==> src/rtl/fetch_sequencer.sv <==
// Instruction fetch sequencer: owns the PC, drives imem address,
// and hands fetched words to decode through a valid/ready IR.
module fetch_sequencer #(
  parameter int unsigned IMEM_DEPTH = 128,
  parameter logic [15:0] RESET_PC   = 16'h0000,
  parameter logic [15:0] HALT_INSTR = 16'hFFFF
) (
  input  logic        clk,
  input  logic        rst,
  input  logic        start,
  input  logic        stall,
  input  logic        redirect_valid,
  input  logic [15:0] redirect_addr,
  output logic [15:0] imem_addr,
  input  logic [15:0] imem_rdata,
  output logic [15:0] ir,
  output logic [15:0] ir_pc,
  output logic        ir_valid,
  input  logic        ir_ready,
  output logic        busy,
  output logic        halted,
  output logic        fault,
  output logic [15:0] fetch_count
);

  typedef enum logic [1:0] {
    IDLE,
    RUN,
    HALT,
    FAULT
  } state_t;

  localparam logic [16:0] DEPTH = 17'(IMEM_DEPTH);

  state_t      state;
  logic [15:0] pc;
  logic        xfer;
  logic        load;
  logic        oob;
  logic        is_halt;
  logic        do_redir;
  logic        do_stall;
  logic        do_load;
  logic        do_hold;

  assign imem_addr = pc;
  assign busy      = (state == RUN);
  assign halted    = (state == HALT);
  assign fault     = (state == FAULT);

  assign xfer    = ir_valid & ir_ready;
  assign load    = !ir_valid | ir_ready;
  assign oob     = ({1'b0, pc} >= DEPTH);
  assign is_halt = (imem_rdata == HALT_INSTR);

  // One-hot RUN actions, highest priority first
  assign do_redir = redirect_valid;
  assign do_stall = !redirect_valid & stall;
  assign do_load  = !redirect_valid & !stall & load;
  assign do_hold  = !redirect_valid & !stall & !load;

  always_ff @(posedge clk or negedge rst) begin
    if (!rst) begin
      state       <= IDLE;
      pc          <= RESET_PC;
      ir          <= 16'h0000;
      ir_pc       <= 16'h0000;
      ir_valid    <= 1'b0;
      fetch_count <= 16'h0000;
    end else begin
      if (xfer && fetch_count != 16'hFFFF)
        fetch_count <= fetch_count + 16'd1;
      unique case (state)
        IDLE: begin
          if (start) begin
            state <= RUN;
            pc    <= RESET_PC;
          end
        end
        RUN: begin
          unique case (1'b1)
            do_redir: begin
              pc       <= redirect_addr;
              ir_valid <= 1'b0;
            end
            do_stall: begin
              if (xfer)
                ir_valid <= 1'b0;
            end
            do_load: begin
              if (oob) begin
                state    <= FAULT;
                ir_valid <= 1'b0;
              end else if (is_halt) begin
                state    <= HALT;
                ir_valid <= 1'b0;
              end else begin
                ir       <= imem_rdata;
                ir_pc    <= pc;
                ir_valid <= 1'b1;
                pc       <= pc + 16'd1;
              end
            end
            do_hold: begin
              ir_valid <= ir_valid;
            end
            default: begin
              ir_valid <= ir_valid;
            end
          endcase
        end
        HALT: begin
          ir_valid <= 1'b0;
          if (start) begin
            state <= RUN;
            pc    <= RESET_PC;
          end
        end
        FAULT: begin
          ir_valid <= 1'b0;
        end
        default: begin
          state <= IDLE;
        end
      endcase
    end
  end

endmodule
==> config.mk <==
export PLATFORM = sky130hd
export DESIGN_NAME = fetch_sequencer
export DESIGN_NICKNAME = d
export VERILOG_FILES = /design/src/rtl/fetch_sequencer.sv
export SDC_FILE = /design/constraint.sdc
export NUM_CORES = 1
export LEC_CHECK = 0
export CAP_MARGIN = 30
export CORE_MARGIN = 10
export CORE_UTILIZATION = 25
export DETAILED_ROUTE_END_ITERATION = 16
export PLACE_DENSITY_LB_ADDON = 0.3
export SYNTH_ARGS = -nofsm -noshare
export SYNTH_HDL_FRONTEND = slang
export SYNTH_SLANG_ARGS = --single-unit
==> constraint.sdc <==
create_clock -name clk -period 6.1 [get_ports clk]
set_clock_uncertainty 0.2 [all_clocks]
set_input_delay 1.83 -clock clk [delete_from_list [all_inputs] [get_ports clk]]
set_output_delay 1.83 -clock clk [all_outputs]
set_load 0.1 [all_outputs]
==> qor.yml <==
outcome:
  outcome: "finished, final reports clean"
setup_path:
  ff2ff_setup_slack_ps: 3580
  crit_path_max_fanout: 10
  rr_worst_depth: 5
  worst_r2r_startpoint: "ir_valid$_DFFE_PN0P_"
  path_buf_inv: 1
  crit_path_cell_trace: "and2b_1, clkdlybuf4s50_1"
  worst-endpoint-required_ps: 4070
  crit_path_max_incr_delay_ps: 1180
  cp.arrival_ps: 2320
  setup.worst_path.class: "reg2out"
  worst-path-stages: 2
  crit_path_end: "busy"
  cpLargestDelayFamily: "buffers and inverters"
  worstSetupStartpoint: "state[0]$_DFFE_PN0P_"
  cp-end-kind: "output port"
  worst_r2r_endpoint: "imem_addr[6]$_DFFE_PN0P_"
  timing.critical_path.slowest_stage_cell: "clkdlybuf4s50_1"
  startpoint_type: "flop"
synthesis:
  yosys-mux-area-fraction: 0.1082
  synth_largest_area_cell: "dfrtp_1"
  post-synth-top-area-fraction: 0.5255
  syn_avg_cell_area_sq_um: 11.86
  synth_flop_cell: "dfrtp_1"
  synth_area_sq_um: 3191
  ffs_latches_synth: 67
  post_synth_fa_ha_maj_area_fraction: 0.01176
  synthCells: 269
  synth_top_family_by_area: "simple AND/OR/NAND/NOR gates"
  ys_seq_area_frac: 0.5255
  ffs_w_async_s_r_synth: 1.000
  synth_xor_xnor_area_share: 0.03843
  synth_compound_area_frac: 0.1188
  mappedNetlistNets: 310
  netlist_top_cells_area: "dfrtp_1 53%, mux2_4 9.4%, xnor2_1 3.0%, o2bb2ai_1 2.2%, nand3_1 2.0%"
  simple_gate_fraction_of_synth_area: 0.1706
  synth_edf_count: 0
  netlist-cell-type-count: 48
  synthesis.yosys.warnings: 0
cts:
  cts.path.max_buffers: 2
  cts_root_buf: "clkbuf_16"
  number_of_buffers_inserted_by_hold_repair_at_cts: 0
  worst_setup_hold_path_clk_slew_ps: 50
  cts.htree.levels: 3
  post-cts-setup-buffers: 0
  tritoncts.num_buffers: 9
  post_cts.resized_instances: 0
  clock-sinks: 67
  clock_latency_ps: 330
  cts_tree: "built"
grt:
  number_of_global_route_vias_before_repair: 2723
  grt_first_pass_wirelength_mm: 15.13
  antenna_found_initial: 0
  track_usage: 0.1071
  grt_start_max_net_pins: 38
  grt_remaining_overflow: 0
die:
  die_w_um: 133.0
  pin_count: 106
  core_sq_um: 12570
  floorplan.die_area_sq_um: 17680
  start_util: 0.2539
  rows: 41
  chipHeight_um: 133.0
drt:
  postRouteWirelength_mm: 9.474
  routed.top_layer: "met4"
  drt-met1-wl_mm: 3.973
  postRouteAntennaNets: 0
  dr.pass1.iters: 4
  met2_length_mm: 4.670
  routed_wire_length_per_instance_um: 16.98
  route.met3.wl_um: 708
  route.vias.total: 2599
  drt_iter0_drc: 162
  post-route-drc-count: 0
  detail_route.vias_per_cell: 4.658
placement:
  detailedPlacementHpwl_mm: 7.056
  gp_congestion: 0.8087
  io_buffer_count: 105
  post-place-ws_ps: 1531
finish:
  share_of_post_route_cells_with_drive_strength_above_1: 0.1347
  num_antenna_cells: 0
  fill_cells: 1239
  syn2layout_area_growth_pct: 51.45
  layout.nets: 422
sta:
  tightest_slew_ps: 1003
  rsz0062_at_grt: "no"
  hold_violations: 0
  setup_viol_count_final: 0
  period_share: 0.7133
  timing.max_slew.rel_slack: 0.3295
  timing_max_transition_violations_final: 0
  fin_crit_ps: 4351
  timing.final.ws_setup_ps: 1749
  final.setup.tns_ps: 0
  timing.fmax_mhz: 229.8
run:
  drv.max_cap_violation_count: 0
power:
  power.density_cell_area_nw_per_um2: 485.4
  vdd_ir_drop_max_v: 0.0001419
  power.static_leakage_uw: 0.002009
worst_hold_path:
  min_path_type: "reg2reg"
==> worst min-delay path by stage <==
stage,from,to,slack (ps),cells past startpoint
CTS,fetch_count[9]$_DFFE_PN0P_,fetch_count[9]$_DFFE_PN0P_,300,1
global route,ir[0]$_DFFE_PN0P_,ir[0]$_DFFE_PN0P_,340,1
global placement,fetch_count[9]$_DFFE_PN0P_,fetch_count[9]$_DFFE_PN0P_,280,1
finish,fetch_count[7]$_DFFE_PN0P_,fetch_count[7]$_DFFE_PN0P_,300,1
detailed placement,fetch_count[9]$_DFFE_PN0P_,fetch_count[9]$_DFFE_PN0P_,290,1
floorplan,state[1]$_DFFE_PN0P_,state[1]$_DFFE_PN0P_,270,2
==> kinds of logic (layout without fill, tap and decap cells) <==
family          after synthesis  after routing
fa+ha+maj                     3              3
compound gates               51             51
flops                        67             67
xor+xnor                     14             14
mux                          24             24
simple gates                 94             94
buf+inv                      16            133
==> area by class of cell <==
class,count,area [sq um],area share
inverters,7,26.28,0.005438
repair buffers,110,1124,0.2325
clock buffers,12,266.5,0.05515
flip-flops and latches,67,1677,0.3470
clock inverters,4,95.09,0.01968
multi-input cells,186,1429,0.2957
well taps,172,215.2,0.04454
==> report_power, final <==
group / switching [uW] / leakage, uW / internal (uW)
combinational: 802 / 0.000936 / 284
sequential: 108 / 0.000895 / 527
clock: 193 / 0.000179 / 432
total: 1100 / 0.00201 / 1240
==> metal layers <==
layer,vias to the layer above,GRT usage
met1,1275,0.1228
met3,9,0.04693
met2,85,0.1732
li1,1230,-
met5,-,0
met4,0,0.03851
==> stage by stage <==
step           instance area (sq um)  hold WS (ps)    util  total power, uW  std cells
2_1_floorplan                   3191         273.8       -             1425        269
3_3_place_gp                    4415         276.6  0.3513             1708        540
3_5_place_dp                    4471         290.8  0.3557             1734        542
4_1_cts                         4832         304.7  0.3845             2369        558
5_1_grt                         4832         335.6  0.3845             2441        558
6_report                        4832         296.2  0.3845             2346        558
==> flip-flops by register name, summed over array words and instances, names as in the netlist <==
signal       cells
ir_valid         1
imem_addr       16
fetch_count     16
ir_pc           16
state            2
ir              16
==> synth_stat cells (2+ instances only) <==
master and instances:
o2bb2ai_1 8, a31oi_1 3, a21oi_1 10, and2_0 3, nor2b_1 9, and3_1 4
buf_2 2, o22ai_1 5, ha_1 3, xor2_1 3, mux2_4 20, inv_1 6
nand2b_1 3, nand2_1 17, a22oi_1 7, nand4_1 10, o21ai_0 2, and2_1 5
nor2_1 3, clkbuf_1 4, and4_1 4, o31ai_1 4, nor4_1 8, buf_6 3
xnor2_1 11, mux2_2 4, nand3_1 13, dfrtp_1 67, nor3_1 9
==> cell usage in the layout, fill, tap and decap left out, types with 2 or more instances in the layout <==
cell type,instances
nor4_1,8
clkdlybuf4s50_1,104
buf_16,2
bufinv_16,3
and2_0,3
nand4_1,10
o31ai_1,4
dfrtp_1,67
ha_1,3
nor2_1,3
nand3_1,13
mux2_2,4
xor2_1,3
nor3_1,9
o22ai_1,5
mux2_4,20
o2bb2ai_1,8
clkbuf_16,9
and2_1,5
xnor2_1,11
buf_4,3
and4_1,4
nand2_1,17
o21ai_0,2
a21oi_1,10
nand2b_1,3
nor2b_1,9
clkbuf_8,3
and3_1,4
a22oi_1,7
inv_1,6
a31oi_1,3
Power figures use the tool's default switching activity.
==> patch 1: new RTL, config.mk and constraints unchanged <==
Re-encode `state_t` (4 states) as one-hot, 4 bits wide.
--- a/src/rtl/fetch_sequencer.sv
+++ b/src/rtl/fetch_sequencer.sv
@@ -24,9 +24,9 @@
 );
 
-  typedef enum logic [1:0] {
-    IDLE,
-    RUN,
-    HALT,
-    FAULT
+  typedef enum logic [3:0] {
+    IDLE  = 4'b0001,
+    RUN   = 4'b0010,
+    HALT  = 4'b0100,
+    FAULT = 4'b1000
   } state_t;
 
Function: no difference found for any inputs over 10 cycles, from zero or initial values and one cycle with rst low; not proved beyond that.
==> patch 1 against the original RTL <==
Combinational power up 28%; maximum frequency down 12%; register-to-register slack worse by 0.08 ns; setup slack worse by 0.57 ns; final area down 0.34%; clock power down 10%; wire length up 3.5%; count of clock-buffer cells in the layout down 2; power up 13%; synthesized cell count up 8.2%; sequential cell count up 2; area after synthesis up 2.5%; largest cell class unchanged.
==> patch 1: results (changes against the original RTL) <==
- Arrival time of the worst setup path: 2.89 ns (+0.57 ns)
- Worst-case reg-to-reg path depth: 6 (+1)
- Leakage: 2.03 nW (+0.92%)
- Post-placement cell count: 562 (+3.7%)
- Number of different library cells in the post-synthesis netlist: 54 (+13%)
- Fraction of final layout cells with drive strength greater than 1: 0.123 (-0.0113)
- Number of nets in the synthesized netlist: 332 (+7.1%)
- Per-instance average area after synthesis: 11.2 um2 (-5.2%)
- Crit-path slowest cell: sky130_fd_sc_hd__clkdlybuf4s50_1
- Post-synth ARST share: 1.00 (unchanged)
- Largest fanout on the critical path: 13 (+3)
- Critical register-to-register path endpoint: ir_pc[2]
- Worst-case headroom to the max-slew limit: 0.328 (-0.00176)
- Starting DRC count in detailed routing: 95 (-41%)
- Path class of the lowest-slack min-delay path: flop to flop
- Sink of the worst hold path: ir[3]
- Sequential area share after synthesis: 0.528 (+0.00282)
- Global router's overall resource usage: 0.111 (+0.00399)
- Number of vias per cell after detailed routing: 4.76 (+2.1%)
- Hold path start: ir[3]
- Global-route wire length before repair: 15.9 mm (+5.2%)
- Post-Place Worst Slack: 1.54 ns (+0.0111 ns)
- Largest net degree at the start of global routing: 70 (+84%)
- Via count: 2744 (+5.6%)
- Status: finished clean
- Final estimated routing congestion in global placement: 0.776 (-4.0%)
- Number of global-route vias before repair: 2836 (+4.1%)
- Number of nets in the layout: 442 (+4.7%)
- Worst-path clk slew: 0.05 ns (about the same)
- Peak per-stage delay on the critical path: 1.06 ns (-0.12 ns)
- Largest cells by area after synthesis: sky130_fd_sc_hd__dfrtp_1 (52%), sky130_fd_sc_hd__mux2_2 (8.3%), sky130_fd_sc_hd__o2bb2ai_1 (2.4%)
- Reg-to-reg slack, setup: 3.50 ns (-0.08 ns)
- Detailed placement HPWL: 7.08 mm (+0.36%)
- Average wire length per cell after detail routing: 17.0 um (about the same)
- Max IR drop VDD: 0.342 mV (+140%)
- Most common library cells after synthesis: sky130_fd_sc_hd__dfrtp_1 (68), sky130_fd_sc_hd__mux2_2 (24), sky130_fd_sc_hd__nand2_1 (20)
## patch 1: area by class of cell
type	count	area [um2]
Multi-Input combinational cell	204	1460
Inverter	10	37.5
Tap cell	172	215
Fill cell	1319	7910
Sequential cell	69	1730
Clock buffer	10	239
Timing Repair Buffer	107	1060
Clock inverter	5	75.1
## patch 1: worst max-delay path by stage
stage / slack, ns / from / end
6_report: 1.18 / state[0] / busy
5_1_grt: 1.03 / state[0] / busy
4_1_cts: 1.16 / state[0] / busy
3_5_place_dp: 1.54 / state[0] / busy
3_3_place_gp: 1.64 / state[0] / busy
2_1_floorplan: 0.47 / state[3] / halted
## patch 1: kinds of logic after synthesis
logic type / Yosys count / share of synthesized area
AND/OR/NAND/NOR: 105 / 0.178
flip-flops: 69 / 0.528
AO/OA/AOI/OAI: 55 / 0.127
adder cells (fa/ha/maj): 3 / 0.0115
XOR/XNOR: 15 / 0.0402
buffers and inverters: 18 / 0.0260
multiplexers: 26 / 0.0891
## patch 1: per-stage QoR
step / utilization / total power [mW] / hold slack [ns] / cell area [um2]
2_1_floorplan: - / 1.74 / 0.329 / 3270
3_3_place_gp: 0.354 / 2.10 / 0.270 / 4500
3_5_place_dp: 0.354 / 2.11 / 0.281 / 4500
4_1_cts: 0.379 / 2.69 / 0.299 / 4820
5_1_grt: 0.379 / 2.77 / 0.319 / 4820
6_report: 0.379 / 2.65 / 0.292 / 4820
## patch 1: power by group
part	internal (mW)	total, mW	switching, mW
Combinational	0.340	1.39	1.05
Sequential	0.575	0.695	0.120
Clock	0.364	0.560	0.196
## patch 1: routing by layer
metal / GRT usage / up-vias / share of wire
met3: 0.0504 / 9 / 0.076
met4: 0.0417 / 0 / 0.014
met5: 0 / - / 0
met1: 0.137 / 1353 / 0.46
met2: 0.166 / 82 / 0.45
li1: - / 1300 / -
==> patch 2: new RTL, same settings <==
Made on the original files. The parameter `HALT_INSTR` goes from 16'hFFFF to 16'h7FFF.
--- a/src/rtl/fetch_sequencer.sv
+++ b/src/rtl/fetch_sequencer.sv
@@ -4,5 +4,5 @@
   parameter int unsigned IMEM_DEPTH = 128,
   parameter logic [15:0] RESET_PC   = 16'h0000,
-  parameter logic [15:0] HALT_INSTR = 16'hFFFF
+  parameter logic [15:0] HALT_INSTR = 16'h7FFF
 ) (
   input  logic        clk,
Check against the original RTL: not equivalent (Yosys sat finds a counterexample within 4 cycles, from zero or initial values and one cycle with rst low).
==> patch 2 against the original RTL <==
Sequential share of layout area is 0.82 points higher; area after synthesis barely moved; setup slack got worse by 0.0070 ns; final area decreased by 2.3%; power is 3.7% higher; wire length up 1.4%; sequential cell count did not move; critical path depth rose by 1; critical path type unchanged; highest routed layer unchanged.
==> patch 2: results (changes against the original RTL) <==
- Number of ordinary inverters in the final layout: 6 (-1)
- Final Non-Filler Cells: 562 (+0.72%)
- Final estimated routing congestion in global placement: 0.776 (-4.0%)
- Total wire length: 9.60 mm (+1.4%)
- Met3 wire length: 757 um (+6.9%)
- Clock buffers: 11 (-1)
- Hold Slack: 0.285 ns (-0.0109 ns)
- Sink of the worst hold path: fetch_count[15]
- Clock buffer and inverter area fraction after layout: 0.0625 (-0.0123)
- Fraction of met3 tracks used by global routing: 0.0450 (-0.00189)
- Fraction of final layout cells with drive strength greater than 1: 0.128 (-0.00651)
- Detailed placement HPWL: 7.28 mm (+3.1%)
- Number of nets in the synthesized netlist: 314 (+1.3%)
- Starting DRC count in detailed routing: 111 (-31%)
- Cell area after placement: 4430 um2 (-1.0%)
- Hold path start: fetch_count[15]
- Per-instance average area after synthesis: 11.7 um2 (-1.4%)
- Multi-input gates: 193 (+3.8%)
- Max IR drop VDD: 0.322 mV (+130%)
- Area of the mapped netlist: 3190 um2 (about the same)
- Leakage: 2.00 nW (-0.29%)
- Largest net degree at the start of global routing: 43 (+13%)
- Relative contribution of combinational cells to total power: 0.514 (+0.051)
- Number of nets in the layout: 426 (+0.95%)
- Sequential group power: 0.670 mW (+5.5%)
- Most common library cells after synthesis: sky130_fd_sc_hd__dfrtp_1 (67), sky130_fd_sc_hd__mux2_4 (20), sky130_fd_sc_hd__nand2_1 (19)
- Post-placement cell count: 546 (+0.74%)
- Worst Max-Slew Pin Slew: 1.03 ns (+0.0260 ns)
- Global router's overall resource usage: 0.108 (+0.000861)
- Largest cells by area after synthesis: sky130_fd_sc_hd__dfrtp_1 (53%), sky130_fd_sc_hd__mux2_4 (9.4%), sky130_fd_sc_hd__xnor2_1 (3.0%)
- Net Switching: 1.24 mW (+13%)
- Status: finished clean
- # fillers: 1264 (+2.0%)
- Post-Place Worst Slack: 1.77 ns (+0.244 ns)
- Critical register-to-register path endpoint: ir[2]
- Seq area share: 0.355 (+0.00818)
- Area of the multi-input gates: 1440 um2 (+0.96%)
- Largest fanout on the critical path: 6 (-4)
- Number of different library cells in the post-synthesis netlist: 49 (+2.1%)
- Tmin final: 4.36 ns (+0.00695 ns)
- Via count: 2604 (+0.19%)
- Wl on met1: 4.39 mm (+10%)
- Critical path launch point: state[1]
- Met1 capacity usage during global routing: 0.138 (+0.0147)
- Global-route wire length before repair: 15.5 mm (+2.4%)
- Number of global-route vias before repair: 2779 (+2.1%)
- Plain + repair buffers: 108 (-1.8%)
- Reg-to-reg startpoint: imem_addr[11]
- Global Route met2 Usage: 0.162 (-0.0108)
[patch 2: changes by cell type after synthesis, moves of 4 or more]
cell,unedited run,this run
sky130_fd_sc_hd__o22ai_1,5,1
sky130_fd_sc_hd__o21ai_0,2,12
sky130_fd_sc_hd__a22o_1,0,6
sky130_fd_sc_hd__and2_1,5,0
sky130_fd_sc_hd__nand4_1,10,14
sky130_fd_sc_hd__nor3_1,9,5
sky130_fd_sc_hd__and3_1,4,8
sky130_fd_sc_hd__nor2_1,3,12
sky130_fd_sc_hd__a22oi_1,7,0
sky130_fd_sc_hd__o2bb2ai_1,8,2
sky130_fd_sc_hd__o31ai_1,4,8
sky130_fd_sc_hd__nor4_1,8,4
[patch 2: logic make-up after synthesis]
group,Yosys count,synth area share
xor+xnor,15,0.0412
fa+ha+maj,3,0.0118
flops,67,0.525
simple gates,98,0.174
buf+inv,13,0.0227
compound gates,52,0.114
mux,25,0.111
